**src/rtl/oled_pkg.sv**
```systemverilog
// Shared constants, decoder state type and opcode helpers for the OLED SPI receiver.
package oled_pkg;

  // SSD1306 opcodes that change receiver state
  localparam logic [7:0] OP_DISPLAY_OFF = 8'hAE;
  localparam logic [7:0] OP_DISPLAY_ON  = 8'hAF;
  localparam logic [7:0] OP_CONTRAST    = 8'h81;
  localparam logic [7:0] OP_ADDR_MODE   = 8'h20;
  localparam logic [7:0] OP_CHARGE_PUMP = 8'h8D;
  localparam logic [7:0] OP_COL_ADDR    = 8'h21;
  localparam logic [7:0] OP_PAGE_ADDR   = 8'h22;
  localparam logic [7:0] OP_PAGE_BASE   = 8'hB0;

  // Single-argument opcodes whose argument is consumed but ignored
  localparam logic [7:0] OP_MUX_RATIO   = 8'hA8;
  localparam logic [7:0] OP_DISP_OFFSET = 8'hD3;
  localparam logic [7:0] OP_CLK_DIV     = 8'hD5;
  localparam logic [7:0] OP_PRECHARGE   = 8'hD9;
  localparam logic [7:0] OP_VCOMH       = 8'hDB;

  // Reset defaults
  localparam logic [7:0] CONTRAST_RST  = 8'h7F;
  localparam logic [1:0] ADDR_MODE_RST = 2'b10;

  typedef enum logic [1:0] {
    CMD_IDLE,
    CMD_ARG,
    CMD_ARG2A,
    CMD_ARG2B
  } cmd_state_e;

  // True for opcodes followed by exactly one argument byte
  function automatic logic takes_one_arg(input logic [7:0] op);
    return (op == OP_CONTRAST)   || (op == OP_ADDR_MODE)   ||
           (op == OP_MUX_RATIO)  || (op == OP_DISP_OFFSET) ||
           (op == OP_CLK_DIV)    || (op == OP_PRECHARGE)   ||
           (op == OP_VCOMH)      || (op == OP_CHARGE_PUMP);
  endfunction

endpackage

```
**src/rtl/spi_byte_deser.sv**
```systemverilog
// Input synchroniser, sclk edge detect and MSB-first byte deserialiser.
module spi_byte_deser
  import oled_pkg::*;
#(
  parameter int SYNC_STAGES = 2
) (
  input  logic       clk_i,
  input  logic       reset_i,
  input  logic       io_sclk_i,
  input  logic       io_sdin_i,
  input  logic       io_cs_i,
  input  logic       io_dc_i,
  input  logic       io_reset_i,
  output logic       rst_int_o,
  output logic       byte_valid_o,
  output logic [7:0] byte_o,
  output logic       byte_is_data_o,
  output logic       frame_err_o
);

  logic [3:0] in_raw;
  logic [3:0] in_s;
  logic       sclk_s, sdin_s, cs_s, dc_s, nreset_s;

  assign in_raw = {io_reset_i, io_dc_i, io_cs_i, io_sclk_i};

  if (SYNC_STAGES == 0) begin : g_nosync
    assign in_s = {in_raw[3:2], in_raw[1], in_raw[0]};
  end else begin : g_sync
    logic [SYNC_STAGES-1:0][3:0] sync_q;
    // Synchroniser chain; idles at the bus idle level (all ones)
    always_ff @(posedge clk_i) begin
      if (reset_i) begin
        sync_q <= '1;
      end else begin
        sync_q[0] <= in_raw;
        for (int unsigned i = 1; i < SYNC_STAGES; i++) begin
          sync_q[i] <= sync_q[i-1];
        end
      end
    end
    assign in_s = sync_q[SYNC_STAGES-1];
  end

  // sdin is sampled only on a detected rising edge, so it shares the chain via a separate flop path
  logic sdin_pipe;
  if (SYNC_STAGES == 0) begin : g_sdin_direct
    assign sdin_pipe = io_sdin_i;
  end else begin : g_sdin_sync
    logic [SYNC_STAGES-1:0] sdin_q;
    // Data-line synchroniser, same depth as the control lines
    always_ff @(posedge clk_i) begin
      if (reset_i) begin
        sdin_q <= '0;
      end else begin
        sdin_q[0] <= io_sdin_i;
        for (int unsigned i = 1; i < SYNC_STAGES; i++) begin
          sdin_q[i] <= sdin_q[i-1];
        end
      end
    end
    assign sdin_pipe = sdin_q[SYNC_STAGES-1];
  end

  assign sclk_s   = in_s[0];
  assign cs_s     = in_s[1];
  assign dc_s     = in_s[2];
  assign nreset_s = in_s[3];
  assign sdin_s   = sdin_pipe;

  assign rst_int_o = reset_i | ~nreset_s;

  logic       sclk_prev_q;
  logic       sclk_rise;
  logic [2:0] cnt_q;
  logic [6:0] shift_q;
  logic       valid_q, dc_q, ferr_q;
  logic [7:0] byte_q;

  assign sclk_rise = sclk_s & ~sclk_prev_q;

  // Previous sclk level; tracks the line even during display reset so release never fakes an edge
  always_ff @(posedge clk_i) begin
    if (reset_i) sclk_prev_q <= 1'b1;
    else         sclk_prev_q <= sclk_s;
  end

  // Bit counter, shift register and byte/frame-error pulses
  always_ff @(posedge clk_i) begin
    if (rst_int_o) begin
      cnt_q   <= '0;
      shift_q <= '0;
      valid_q <= 1'b0;
      ferr_q  <= 1'b0;
      byte_q  <= '0;
      dc_q    <= 1'b0;
    end else begin
      valid_q <= 1'b0;
      ferr_q  <= 1'b0;
      if (cs_s) begin
        if (cnt_q != 3'd0) ferr_q <= 1'b1;
        cnt_q <= '0;
      end else if (sclk_rise) begin
        shift_q <= {shift_q[5:0], sdin_s};
        if (cnt_q == 3'd7) begin
          valid_q <= 1'b1;
          byte_q  <= {shift_q, sdin_s};
          dc_q    <= dc_s;
          cnt_q   <= '0;
        end else begin
          cnt_q <= cnt_q + 3'd1;
        end
      end
    end
  end

  assign byte_valid_o   = valid_q;
  assign byte_o         = byte_q;
  assign byte_is_data_o = dc_q;
  assign frame_err_o    = ferr_q;

endmodule

```
**src/rtl/oled_spi_receiver.sv**
```systemverilog
// SSD1306-style SPI receiver: command decoder, config registers and framebuffer write port.
module oled_spi_receiver
  import oled_pkg::*;
#(
  parameter int SYNC_STAGES = 2,
  parameter int FB_DEPTH    = 1024
) (
  input  logic       clk_i,
  input  logic       reset_i,
  input  logic       io_sclk_i,
  input  logic       io_sdin_i,
  input  logic       io_cs_i,
  input  logic       io_dc_i,
  input  logic       io_reset_i,
  output logic       byte_valid_o,
  output logic [7:0] byte_o,
  output logic       byte_is_data_o,
  output logic       fb_we_o,
  output logic [9:0] fb_addr_o,
  output logic [7:0] fb_data_o,
  output logic       display_on_o,
  output logic [7:0] contrast_o,
  output logic [1:0] addr_mode_o,
  output logic       charge_pump_o,
  output logic       frame_err_o
);

  localparam logic [9:0] PTR_LAST = 10'(FB_DEPTH - 1);

  logic       rst_int;
  logic       valid_w, is_data_w;
  logic [7:0] byte_w;

  spi_byte_deser #(
    .SYNC_STAGES(SYNC_STAGES)
  ) u_deser (
    .clk_i          (clk_i),
    .reset_i        (reset_i),
    .io_sclk_i      (io_sclk_i),
    .io_sdin_i      (io_sdin_i),
    .io_cs_i        (io_cs_i),
    .io_dc_i        (io_dc_i),
    .io_reset_i     (io_reset_i),
    .rst_int_o      (rst_int),
    .byte_valid_o   (valid_w),
    .byte_o         (byte_w),
    .byte_is_data_o (is_data_w),
    .frame_err_o    (frame_err_o)
  );

  cmd_state_e state_q, state_d;
  logic [7:0] op_q, op_d;
  logic [9:0] ptr_q, ptr_d;
  logic       disp_q, disp_d;
  logic [7:0] contrast_q, contrast_d;
  logic [1:0] mode_q, mode_d;
  logic       cp_q, cp_d;

  // Decoder state and configuration registers
  always_ff @(posedge clk_i) begin
    if (rst_int) begin
      state_q    <= CMD_IDLE;
      op_q       <= '0;
      ptr_q      <= '0;
      disp_q     <= 1'b0;
      contrast_q <= CONTRAST_RST;
      mode_q     <= ADDR_MODE_RST;
      cp_q       <= 1'b0;
    end else begin
      state_q    <= state_d;
      op_q       <= op_d;
      ptr_q      <= ptr_d;
      disp_q     <= disp_d;
      contrast_q <= contrast_d;
      mode_q     <= mode_d;
      cp_q       <= cp_d;
    end
  end

  // Next-state: data bytes advance the pointer, command bytes walk the decoder
  always_comb begin
    state_d    = state_q;
    op_d       = op_q;
    ptr_d      = ptr_q;
    disp_d     = disp_q;
    contrast_d = contrast_q;
    mode_d     = mode_q;
    cp_d       = cp_q;
    if (valid_w) begin
      if (is_data_w) begin
        ptr_d = (ptr_q == PTR_LAST) ? '0 : ptr_q + 10'd1;
        if (state_q == CMD_ARG) state_d = CMD_IDLE;
      end else begin
        unique case (state_q)
          CMD_IDLE: begin
            if (byte_w == OP_DISPLAY_OFF) begin
              disp_d = 1'b0;
            end else if (byte_w == OP_DISPLAY_ON) begin
              disp_d = 1'b1;
            end else if (takes_one_arg(byte_w)) begin
              op_d    = byte_w;
              state_d = CMD_ARG;
            end else if ((byte_w == OP_COL_ADDR) || (byte_w == OP_PAGE_ADDR)) begin
              state_d = CMD_ARG2A;
            end else if (byte_w[7:3] == OP_PAGE_BASE[7:3]) begin
              ptr_d = {byte_w[2:0], 7'd0};
            end
          end
          CMD_ARG: begin
            if (op_q == OP_CONTRAST)    contrast_d = byte_w;
            if (op_q == OP_ADDR_MODE)   mode_d     = byte_w[1:0];
            if (op_q == OP_CHARGE_PUMP) cp_d       = byte_w[2];
            state_d = CMD_IDLE;
          end
          CMD_ARG2A: state_d = CMD_ARG2B;
          CMD_ARG2B: state_d = CMD_IDLE;
          default:   state_d = CMD_IDLE;
        endcase
      end
    end
  end

  assign byte_valid_o   = valid_w;
  assign byte_o         = byte_w;
  assign byte_is_data_o = is_data_w;
  assign fb_we_o        = valid_w & is_data_w;
  assign fb_addr_o      = ptr_q;
  assign fb_data_o      = byte_w;
  assign display_on_o   = disp_q;
  assign contrast_o     = contrast_q;
  assign addr_mode_o    = mode_q;
  assign charge_pump_o  = cp_q;

endmodule
```
**config.mk**
```make
export PLATFORM = sky130hd
export DESIGN_NAME = oled_spi_receiver
export DESIGN_NICKNAME = d
export VERILOG_FILES = /design/src/rtl/oled_pkg.sv /design/src/rtl/spi_byte_deser.sv /design/src/rtl/oled_spi_receiver.sv
export SDC_FILE = /design/constraint.sdc
export NUM_CORES = 1
export LEC_CHECK = 0
export BUFFER_PORTS_ARGS = -buffer_cell sky130_fd_sc_hd__buf_2
export CORE_UTILIZATION = 55
export CTS_CLUSTER_DIAMETER = 100
export DETAILED_ROUTE_END_ITERATION = 6
export PLACE_DENSITY_LB_ADDON = 0.05
export RECOVER_POWER = 100
export SLEW_MARGIN = 10
export SYNTH_ARGS = -nofsm -noshare
export SYNTH_HDL_FRONTEND = slang
export SYNTH_HIERARCHICAL = 1
export SYNTH_SLANG_ARGS = --single-unit
```
**constraint.sdc**
```tcl
create_clock -name clk_i -period 2.2 [get_ports clk_i]
set_clock_uncertainty 0.05 [all_clocks]
set_input_delay 0.22 -clock clk_i [delete_from_list [all_inputs] [get_ports clk_i]]
set_output_delay 0.22 -clock clk_i [all_outputs]
set_load 0.05 [all_outputs]
```
# Word-level counts from Yosys, hierarchy flattened

Index checks and enable logic that the tools add are counted.

Bits in registers: 64
Word-level logic and storage cells: 104
Output and inout bits: 42

Add/subtract/negate cells: 2
Muxes and demuxes: 20
Bitwise logic cells: 10
Reductions and logical operators: 26
Eq/ne operators: 29

Operator list:

| operator              | number |
|---|---|
| $eq 8x8->1 const B    | 11 |
| $mux 10               | 8 |
| $eq 8x6->1 const B    | 4 |
| $reduce_and 4->1      | 4 |
| $mux 2                | 6 |
| $add 10x1->10 const B | 1 |
| $eq 10x10->1 const B  | 1 |
| $logic_or 1x1->1      | 8 |
| $ne 2x1->1 const B    | 4 |
| $not 1->1             | 7 |
| $reduce_and 7->1      | 1 |
| $ne 3x2->1 const B    | 2 |
| $pmux 2 s3            | 1 |
| $reduce_and 6->1      | 1 |
| $reduce_bool 2->1     | 3 |
| $reduce_or 2->1       | 3 |
| $eq 5x5->1 const B    | 1 |
| $reduce_and 5->1      | 1 |
| $eq 2x2->1 const B    | 2 |
| $mux 1                | 4 |
| $ne 4x3->1 const B    | 1 |
| $add 3x1->3 const B   | 1 |
| $eq 3x3->1 const B    | 1 |
| $mux 3                | 1 |
| other kinds (9)       | 10 |

# Logic depth before layout (Yosys ltp)

Gate-level depths: netlist of run 1.

Depth after elaboration: 13
Depth in mapped cells: 6
Mapped depth without buffers: 6

# Cells and area by module

Netlist of run 1, hierarchy kept.

By module, submodules not included:

| module            | cells an instance | times used | seq. area each (um2) | area each (um2) |
|---|---|---|---|---|
| oled_spi_receiver | 208               | 1          | 640.6                | 1705.4 |
| spi_byte_deser    | 120               | 1          | 640.6                | 1113.6 |

# Worst setup path before layout of run 1

Ideal clock, no wire load.

Path kind: register to register
Start: reg u_deser.byte_q[3], in the netlist u_deser/byte_o[3]
End: reg op_q[0]
Buffers on the path: 0
Setup slack: 0.011 ns
Data arrival time: 2.006 ns
Period minus slack after synthesis: 2.189 ns
Stages on the path, launching flop included: 6
Required time: 2.018 ns
Cell sequence: dfxtp_1 or3b_1 a2111o_1 and4_1 o21ai_0 a21oi_1

Cells in the longest elaborated chain, start to end: 9

Ends and longest elaborated chain:

| what                                     | line                    | source |
|---|---|---|
| from (decl)                              | spi_byte_deser.sv:78    | `logic [7:0] byte_q;` |
| from (signal assigned)                   | spi_byte_deser.sv:107   | `byte_q <= {shift_q, sdin_s};` |
| $eq 8x8->1 or $eq 8x6->1 (tied branches) | oled_pkg.sv:34          | `return (op == OP_CONTRAST) \|\| (op == OP_ADDR_MODE) \|\|` |
| $logic_or 1x1->1 (2 in a row)            | oled_pkg.sv:34          |  |
| $logic_or 1x1->1 (2 in a row)            | oled_pkg.sv:35          | `(op == OP_MUX_RATIO) \|\| (op == OP_DISP_OFFSET) \|\|` |
| $logic_or 1x1->1 (2 in a row)            | oled_pkg.sv:36          | `(op == OP_CLK_DIV) \|\| (op == OP_PRECHARGE) \|\|` |
| $logic_or 1x1->1                         | oled_pkg.sv:37          | `(op == OP_VCOMH) \|\| (op == OP_CHARGE_PUMP);` |
| $reduce_and 6->1 (no source line) *      | --                      |  |
| to (signal assigned)                     | oled_spi_receiver.sv:71 | `op_q <= op_d;` |
| to (decl)                                | oled_spi_receiver.sv:52 | `logic [7:0] op_q, op_d;` |

Mark *: on every way between the ends. The rest lies on a longest branch, timed or not.
A chain may end at the register's enable or synchronous reset.

# Final worst setup path of run 1

Start: reg u_deser.byte_q[6], in the netlist u_deser/byte_o[6]
End: reg op_q[0]

Same word-level chain as after synthesis.

==> impl_metrics.json, run 1 <==
{
  "crit_buf_inv": 0,
  "post_cts_buffers": 0,
  "numCtsBuffers": 9,
  "grt_max_degree": 46,
  "insertion_delay_ns": 0.33,
  "yosys.area.top_type_share_pct": 45.5,
  "r2r-start": "u_deser/byte_o[6]",
  "fp.dieW_um": 73.6,
  "setup.worst_path.start_class": "flip-flop",
  "r2r_cells": 5,
  "synth_area_mm2": 0.00282,
  "numPortBuffers": 48,
  "dp_hpwl_um": 4170,
  "drive_above_1_share_pct": 12.0,
  "ys_types": 53,
  "finalSetupViolCount": 0,
  "ctsRootBufferMaster": "clkbuf_8",
  "finalCriticalPeriod_ns": 2.05,
  "ir_drop_uv": 580,
  "coreArea_mm2": 0.00482,
  "drv_cap": 0,
  "endpoint": "op_q[0]",
  "fin_crit_sh_pct": 93.1,
  "worst_pin_slew_ns": 0.899,
  "antenna_left": 0,
  "finalHoldViolCount": 0,
  "p_leak_nw": 1.14,
  "h-tree-depth": 3,
  "cpMaxStageDelayCell": "or4_1",
  "critPathArrivalTime_ns": 2.18,
  "synth_edf_count": 0,
  "synth-main-ff-cell": "dfxtp_1",
  "crit_fanout": 11,
  "hp-class": "in2reg",
  "antenna_found_initial": 0,
  "power_density_mw_per_mm2": 675,
  "routed_wl_um": 6060,
  "die_area_mm2": 0.00542,
  "path_cells": "or4_1 -> a211o_1 -> and4_1 -> o21ai_0 -> a21oi_1",
  "viasPerCell": 5.55,
  "yosysWarnings": 6,
  "ys_seq_elements": 64,
  "setup-tns-final_ns": 0,
  "overflow": 0,
  "fp.dieH_um": 73.6,
  "cp_top_family": "simple AND/OR/NAND/NOR gates",
  "cp.depth": 5,
  "tritoncts": "done",
  "clock_sinks": 64,
  "crit_start": "u_deser/byte_o[6]",
  "async_flop_share_pct": 0,
  "clk_path_buf_depth": 2,
  "slew_viol_final": 0,
  "max_stage_delay_ns": 0.56,
  "min_from": "io_cs_i",
  "grt_first_pass_wirelength_um": 10100,
  "ys_seq_area_share_pct": 45.5,
  "gp_congestion": 0.855,
  "rows": 25,
  "post-route-drc-count": 0,
  "nets": 390,
  "avgSynthCellArea_um2": 8.59,
  "syn_to_final_growth_pct": 15.7,
  "required_ns": 2.33,
  "clkTransAtPathRegs_ns": 0.07,
  "relSlewSlack_pct": 40.0,
  "status": "completed",
  "worst_setup_path_end_kind": "flip-flop",
  "grt_pass1_vias": 2235,
  "firstDrtPassIters": 5,
  "initial_core_util_pct": 58.5,
  "postPlaceCellArea_mm2": 0.00311,
  "wl_per_cell_um": 13.4,
  "pin_count": 49,
  "drt-initial-drc-count": 224,
  "n_antenna_cell": 0,
  "worstReg2RegEnd": "op_q[0]",
  "yosys.area.top_type": "dfxtp_1",
  "rsz0062_at_grt": "false",
  "groute.usage.overall_pct": 25.0,
  "fmax_ghz": 0.488,
  "final_area_mm2": 0.00326,
  "syn_nets": 339,
  "synth_top_cells_by_area": "dfxtp_1, nand2_1, a21oi_1, mux2i_1, nor2_1",
  "crit_type": "reg2reg",
  "r2r_setup_slack_ns": 0.15,
  "synth_cells": 328,
  "vias": 2501
}
==> timing repair <==
item | in CTS | in global routing
gates resized for setup | 0 | 0
endpoints found under the hold margin | 0 | 2
hold buffers | 0 | 2
==> metal layers <==
layer	share of wire, %	GRT usage (%)
met5	0	0
met4	1.7	11.3
met3	5.1	5.49
met2	46	40.9
met1	47	31.5
==> worst min path at each step <==
stage	end	slack, ns	cells past startpoint
2_1_floorplan	u_deser/g_sdin_sync.sdin_q[1]	0.24	1
3_3_place_gp	u_deser/in_s[1]	0.34	1
3_5_place_dp	u_deser/in_s[2]	0.34	1
4_1_cts	u_deser/g_sync.sync_q[2]	0.006	2
5_1_grt	u_deser/g_sync.sync_q[1]	0.002	2
6_report	u_deser/g_sync.sync_q[1]	0.02	2
==> cells by family after synthesis <==
group / after synthesis / share of synthesized area [%]
fa+ha+maj: 4 / 1.78
simple gates: 146 / 27.4
mux: 15 / 5.33
flops: 64 / 45.5
xor+xnor: 1 / 0.311
compound gates: 68 / 14.3
buf+inv: 30 / 5.41
==> cells in the mapped netlist, types with 2 or more instances <==
cell type and number:
a211oi_1 2, or4_1 2, o21ai_0 12, nand4_1 3
o211ai_1 2, or2_2 10, nor2b_1 3, or3b_1 2
nand3b_1 3, mux2i_1 15, a32o_1 3, nand3_1 13
nand2_1 56, a31oi_1 6, ha_1 4, or3_1 2
nand2b_1 3, dfxtp_1 64, inv_1 7, nor2_1 19
clkbuf_1 6, a21oi_1 36, buf_2 4, and4_1 2
buf_4 9, nor4_1 4, nor3_1 10
==> area by class of cell <==
type / count / area, µm²
clock inverter: 5 / 56.3
timing repair buffer: 61 / 283
inverter: 9 / 33.8
sequential: 64 / 1280
tap: 67 / 83.8
clock buffer: 11 / 141
multi-input combinational: 234 / 1380
fill: 441 / 1560
==> flip-flops by register name (all words and copies together), names as in the netlist <==
signal	flops
fb_addr_o	10
contrast_o	8
op_q	8
u_deser/byte_o	8
u_deser/shift_q	7
u_deser/g_sync.sync_q	4
u_deser/in_s	4
u_deser/cnt_q	3
addr_mode_o	2
state_q	2
u_deser/g_sdin_sync.sdin_q	2
charge_pump_o	1
display_on_o	1
u_deser/byte_is_data_o	1
u_deser/byte_valid_o	1
u_deser/frame_err_o	1
u_deser/sclk_prev_q	1
==> placed cells by master, fill, tap and decap left out, types with 4 or more instances in the layout <==
cell type   n
dfxtp_1    64
nand2_1    56
clkbuf_1   45
a21oi_1    36
nor2_1     19
mux2i_1    15
nand3_1    13
o21ai_0    12
or2_2      10
nor3_1     10
clkbuf_8   10
buf_4       9
inv_1       8
a31oi_1     6
buf_2       5
nor4_1      4
ha_1        4
==> through the flow <==
step	instances	hold WS (ns)	util, %	power (W)	setup WS [ns]
4_1_cts	449	0.00595	68.6	0.00222	0.199
6_report	451	0.0189	67.7	0.00220	0.151
3_3_place_gp	433	0.341	64.5	0.00124	0.271
3_5_place_dp	433	0.343	64.5	0.00124	0.215
5_1_grt	451	0.00204	67.7	0.00229	0.0481
2_1_floorplan	328	0.242	-	0.00123	0.0113
==> where the power goes <==
group	leakage, nW	total (W)	internal [W]	switching (W)
sequential	0.518	0.00117	0.00117	0.00000482
clock	0.0993	0.000986	0.000552	0.000434
combinational	0.521	0.0000425	0.0000155	0.0000270
(Power assumes the default switching activity.)
==> inputs of run 2 (changes only) <==
- CORE_ASPECT_RATIO: default -> 0.7
==> run 2 against run 1 <==
  * Count of clock-buffer cells in the layout is 1 higher
  * Die area hardly changed
  * Critical path depth is 1 higher
  * Register-to-register slack worse by 0.02 ns
  * Cell area is 0.27% lower
  * Via count is 1.2% lower
  * Wire length is 3.2% higher
  * Sequential cell count stayed put
  * Combinational power is 1% higher
  * Worst hold slack worse by 0.0022 ns
  * Critical path type unchanged
==> impl_metrics.json, run 2 (synthesis results as in run 1) <==
{
  "cp_top_family": "simple AND/OR/NAND/NOR gates",
  "insertion_delay_ns": 0.33,
  "viasPerCell": 5.49,
  "crit_fanout": 8,
  "ctsRootBufferMaster": "clkbuf_8",
  "finalHoldViolCount": 0,
  "coreArea_mm2": 0.00486,
  "die_area_mm2": 0.00542,
  "worst_setup_path_end_kind": "flip-flop",
  "wl_per_cell_um": 13.9,
  "min_delay_path_depth": 2,
  "crit_buf_inv": 2,
  "slew_viol_final": 0,
  "rows": 21,
  "post-route-drc-count": 0,
  "firstDrtPassIters": 4,
  "fp.dieH_um": 61.9,
  "overflow": 0,
  "finalSetupViolCount": 0,
  "nets": 388,
  "worstReg2RegEnd": "contrast_o[4]",
  "ir_drop_uv": 437,
  "fp.dieW_um": 87.6,
  "final_common_cell": "dfxtp_1",
  "setup-tns-final_ns": 0,
  "tritoncts": "done",
  "initial_core_util_pct": 58.0,
  "final_area_mm2": 0.00325,
  "dp_hpwl_um": 4290,
  "finalCriticalPeriod_ns": 2.07,
  "postPlaceCellArea_mm2": 0.00309,
  "rsz0062_at_grt": "false",
  "max_stage_delay_ns": 0.60,
  "drt-initial-drc-count": 124,
  "cp.depth": 6,
  "numCtsBuffers": 9,
  "final_cell_mix": "dfxtp_1, nand2_1, clkbuf_1, a21oi_1, nor2_1",
  "fmax_ghz": 0.484,
  "gp_congestion": 0.825,
  "pin_count": 49,
  "setup.worst_path.start_class": "flip-flop",
  "hp-class": "in2reg",
  "r2r_setup_slack_ns": 0.13,
  "clkTransAtPathRegs_ns": 0.06,
  "endpoint": "contrast_o[4]",
  "antenna_found_initial": 0,
  "path_cells": "inv_1 -> or4b_1 -> nor3_4 -> clkbuf_2 -> mux2i_1 -> nand2_1",
  "drv_cap": 0,
  "relSlewSlack_pct": 46.1,
  "groute.usage.overall_pct": 24.9,
  "fin_crit_sh_pct": 94.0,
  "vias": 2472,
  "grt_pass1_vias": 2103,
  "drive_above_1_share_pct": 11.5,
  "grt_max_degree": 46,
  "crit_start": "state_q[0]",
  "crit_type": "reg2reg",
  "syn_to_final_growth_pct": 15.4,
  "required_ns": 2.37,
  "clk_path_buf_depth": 2,
  "antenna_left": 0,
  "critPathArrivalTime_ns": 2.24,
  "n_antenna_cell": 0,
  "numPortBuffers": 48,
  "power_density_mw_per_mm2": 687,
  "largest_reg_flops": 10,
  "p_leak_nw": 1.14,
  "routed_wl_um": 6260,
  "worst_pin_slew_ns": 0.807,
  "clock_sinks": 64,
  "r2r_cells": 6,
  "r2r-start": "state_q[0]",
  "h-tree-depth": 3,
  "status": "completed",
  "cpMaxStageDelayCell": "or4b_1",
  "grt_first_pass_wirelength_um": 10100
}
run 2: worst min path at each step:
stage                                               end                     start
after global placement                  u_deser/in_s[1]  u_deser/g_sync.sync_q[1]
after global routing           u_deser/g_sync.sync_q[3]                io_reset_i
final                          u_deser/g_sync.sync_q[3]                io_reset_i
after floorplan           u_deser/g_sdin_sync.sdin_q[1]                   reset_i
after detailed placement                u_deser/in_s[2]  u_deser/g_sync.sync_q[2]
after CTS                      u_deser/g_sync.sync_q[3]                io_reset_i
run 2: cell type report:
cell class | instances | area [µm²]
Sequential cell | 64 | 1280
Tap cell | 69 | 86.3
Multi-Input combinational cell | 234 | 1380
Clock inverter | 3 | 40.0
Timing Repair Buffer | 59 | 268
Clock buffer | 12 | 165
Fill cell | 424 | 1610
Inverter | 9 | 33.8
run 2: power breakdown:
part / total [W] / leakage, nW / switching, W / internal (W)
registers: 0.00117 / 0.519 / 0.00000450 / 0.00117
clock network: 0.00102 / 0.108 / 0.000414 / 0.000606
logic: 0.0000431 / 0.509 / 0.0000269 / 0.0000162
total: 0.00223 / 1.14 / 0.000445 / 0.00179
run 2: timing repair:
action	in CTS	in global routing
resized for setup	0	1
endpoints found under the setup margin	0	1
buffers inserted	0	0
hold buffers	2	0
endpoints found under the hold margin	2	0
run 2: routing by layer:
metal	vias up	track usage (%)	share of wire [%]
li1	1252	-	-
met3	10	8.45	6.2
met2	92	36.8	44
met5	-	0	0
met1	1118	34.5	49
met4	0	7.73	1.2
run 2: through the flow:
stage | hold WS [ns] | util (%) | total power [W] | worst slack [ns] | cells
floorplan | 0.242 | - | 0.00123 | 0.0113 | 328
global placement | 0.341 | 63.7 | 0.00124 | 0.227 | 433
detailed placement | 0.344 | 63.7 | 0.00124 | 0.159 | 433
CTS | 0.000268 | 68.3 | 0.00226 | 0.133 | 450
global route | 0.00326 | 66.9 | 0.00232 | 0.00607 | 450
finish | 0.0166 | 66.9 | 0.00223 | 0.132 | 450
==> inputs of run 3 (changes only) <==
- CORE_UTILIZATION: 55 -> 50
- SETUP_SLACK_MARGIN: default -> 0.02
- clock period: 2.2 -> 1.7 ns (I/O delays scaled with it)
==> run 3 against run 2 <==
  * The flow now finishes with violations (negative setup slack)
  * Clock power increased by 39%
  * Fmax increased by 15%
  * Register-to-register slack got worse by 0.23 ns
  * Highest routed layer unchanged
==> impl_metrics.json, run 3 (synthesis results as in run 1) <==
{
  "status": "finished with violations",
  "violations": "negative setup slack",
  "grt_first_pass_wirelength_um": 11900,
  "dp_hpwl_um": 4880,
  "crit_fanout": 7,
  "tritoncts": "done",
  "finalSetupViolCount": 10,
  "required_ns": 1.88,
  "final_cell_mix": "nand2_1, dfxtp_1, buf_4, a21oi_1, clkbuf_1",
  "hp-class": "in2reg",
  "post-route-drc-count": 0,
  "insertion_delay_ns": 0.34,
  "ir_drop_uv": 563,
  "nets": 423,
  "rsz0062_at_grt": "true",
  "holdWs_ns": 0.0514,
  "finalCriticalPeriod_ns": 1.80,
  "antenna_left": 0,
  "pin_count": 49,
  "firstDrtPassIters": 4,
  "vias": 2681,
  "fin_ws_ns": -0.0951,
  "numCtsBuffers": 9,
  "overflow": 0,
  "ctsRootBufferMaster": "clkbuf_8",
  "die_area_mm2": 0.00595,
  "slew_viol_final": 0,
  "routed_wl_um": 7310,
  "groute.usage.overall_pct": 26.2,
  "coreArea_mm2": 0.00534,
  "grt_max_degree": 22,
  "power_density_mw_per_mm2": 789,
  "grt_pass1_vias": 2440,
  "fp.dieW_um": 91.7,
  "fp.dieH_um": 64.8,
  "initial_core_util_pct": 52.8,
  "clock_sinks": 64,
  "viasPerCell": 5.48,
  "relSlewSlack_pct": 59.1,
  "final_common_cell": "nand2_1",
  "p_leak_nw": 1.42,
  "h-tree-depth": 3,
  "crit_type": "reg2reg",
  "fin_util_pct": 70.9,
  "dpl.cell_count": 463,
  "worst_setup_path_end_kind": "flip-flop",
  "setup.worst_path.start_class": "flip-flop",
  "fin_crit_sh_pct": 106,
  "fillers": 435,
  "drt-initial-drc-count": 165,
  "dpl_worst_slack_ns": -0.0470,
  "clk_path_buf_depth": 2,
  "largest_reg_flops": 10,
  "antenna_found_initial": 0,
  "fin_cells": 489,
  "clkTransAtPathRegs_ns": 0.07,
  "wl_per_cell_um": 15.0,
  "finalHoldViolCount": 0,
  "numPortBuffers": 48,
  "n_antenna_cell": 0,
  "fmax_ghz": 0.557,
  "drive_above_1_share_pct": 31.7,
  "drv_cap": 0,
  "worst_pin_slew_ns": 0.616,
  "gp_congestion": 0.852,
  "critPathArrivalTime_ns": 1.98,
  "rows": 22,
  "power_w": 0.00299,
  "syn_to_final_growth_pct": 34.3
}
[run 3: changes by cell type in the layout (fill, tap and decap cells not counted), sizes merged]
cell / delta
clkbuf: -13
buf: +45
dlygate4sd3: +3
clkinv: +1
bufinv: -1
clkinvlp: +1
[run 3: worst max-delay path, cell delays in order, from the launching register on]
cell and delay (ns):
dfxtp_4 0.35, or4_4 0.55, a211o_1 0.31, and4_4 0.21
o21ai_2 0.14, a21oi_1 0.08
[run 3: path summary, 6_finish.rpt]
path / start / to / slack (ns) / depth (start not counted)
hold reg to reg: u_deser/g_sync.sync_q[1] / u_deser/in_s[1] / 0.36 / 1
setup reg to reg: u_deser/byte_o[4] / op_q[3] / -0.1 / 5
hold / removal: reset_i / u_deser/g_sdin_sync.sdin_q[0] / 0.05 / 2
setup / recovery: u_deser/byte_o[4] / op_q[3] / -0.1 / 5
[run 3: what timing repair did]
item / 4_1_cts / 5_1_grt
pin swaps: 4 / 10
setup buffers: 4 / 1
hold endpoints to repair: 5 / 0
cloned: 0 / 0
gates resized for setup: 13 / 13
endpoints found under the setup margin: 16 / 28
hold buffers: 5 / 0
[run 3: area by class of cell]
class / instances / area, µm² / area share, %
clock inverters: 4 / 28.8 / 0.760
well taps: 72 / 90.1 / 2.38
inverters: 9 / 37.5 / 0.991
multi-input cells: 234 / 1510 / 39.8
clock buffers: 12 / 199 / 5.25
repair buffers: 94 / 589 / 15.6
flip-flops and latches: 64 / 1330 / 35.2
[run 3: per-layer routing]
metal / routed length [µm] / track usage [%] / vias up
li1: - / - / 1329
met1: 3500 / 35.2 / 1245
met2: 3230 / 40.6 / 101
met3: 523 / 8.92 / 6
met4: 55 / 6.25 / 0
met5: 0 / 0 / -
[run 3: report_power, final]
part / switching (W) / internal [W]
sequential: 0.00000611 / 0.00149
clock: 0.000624 / 0.000799
combinational: 0.0000382 / 0.0000293
total: 0.000668 / 0.00232
[run 3: stage by stage]
step / cell area [µm²] / setup TNS (ns)
6_report: 3790 / -0.758
5_1_grt: 3790 / -1.74
4_1_cts: 3760 / -0.460
3_5_place_dp: 3410 / -0.302
3_3_place_gp: 3410 / -0.0995
2_1_floorplan: 2930 / -1.11
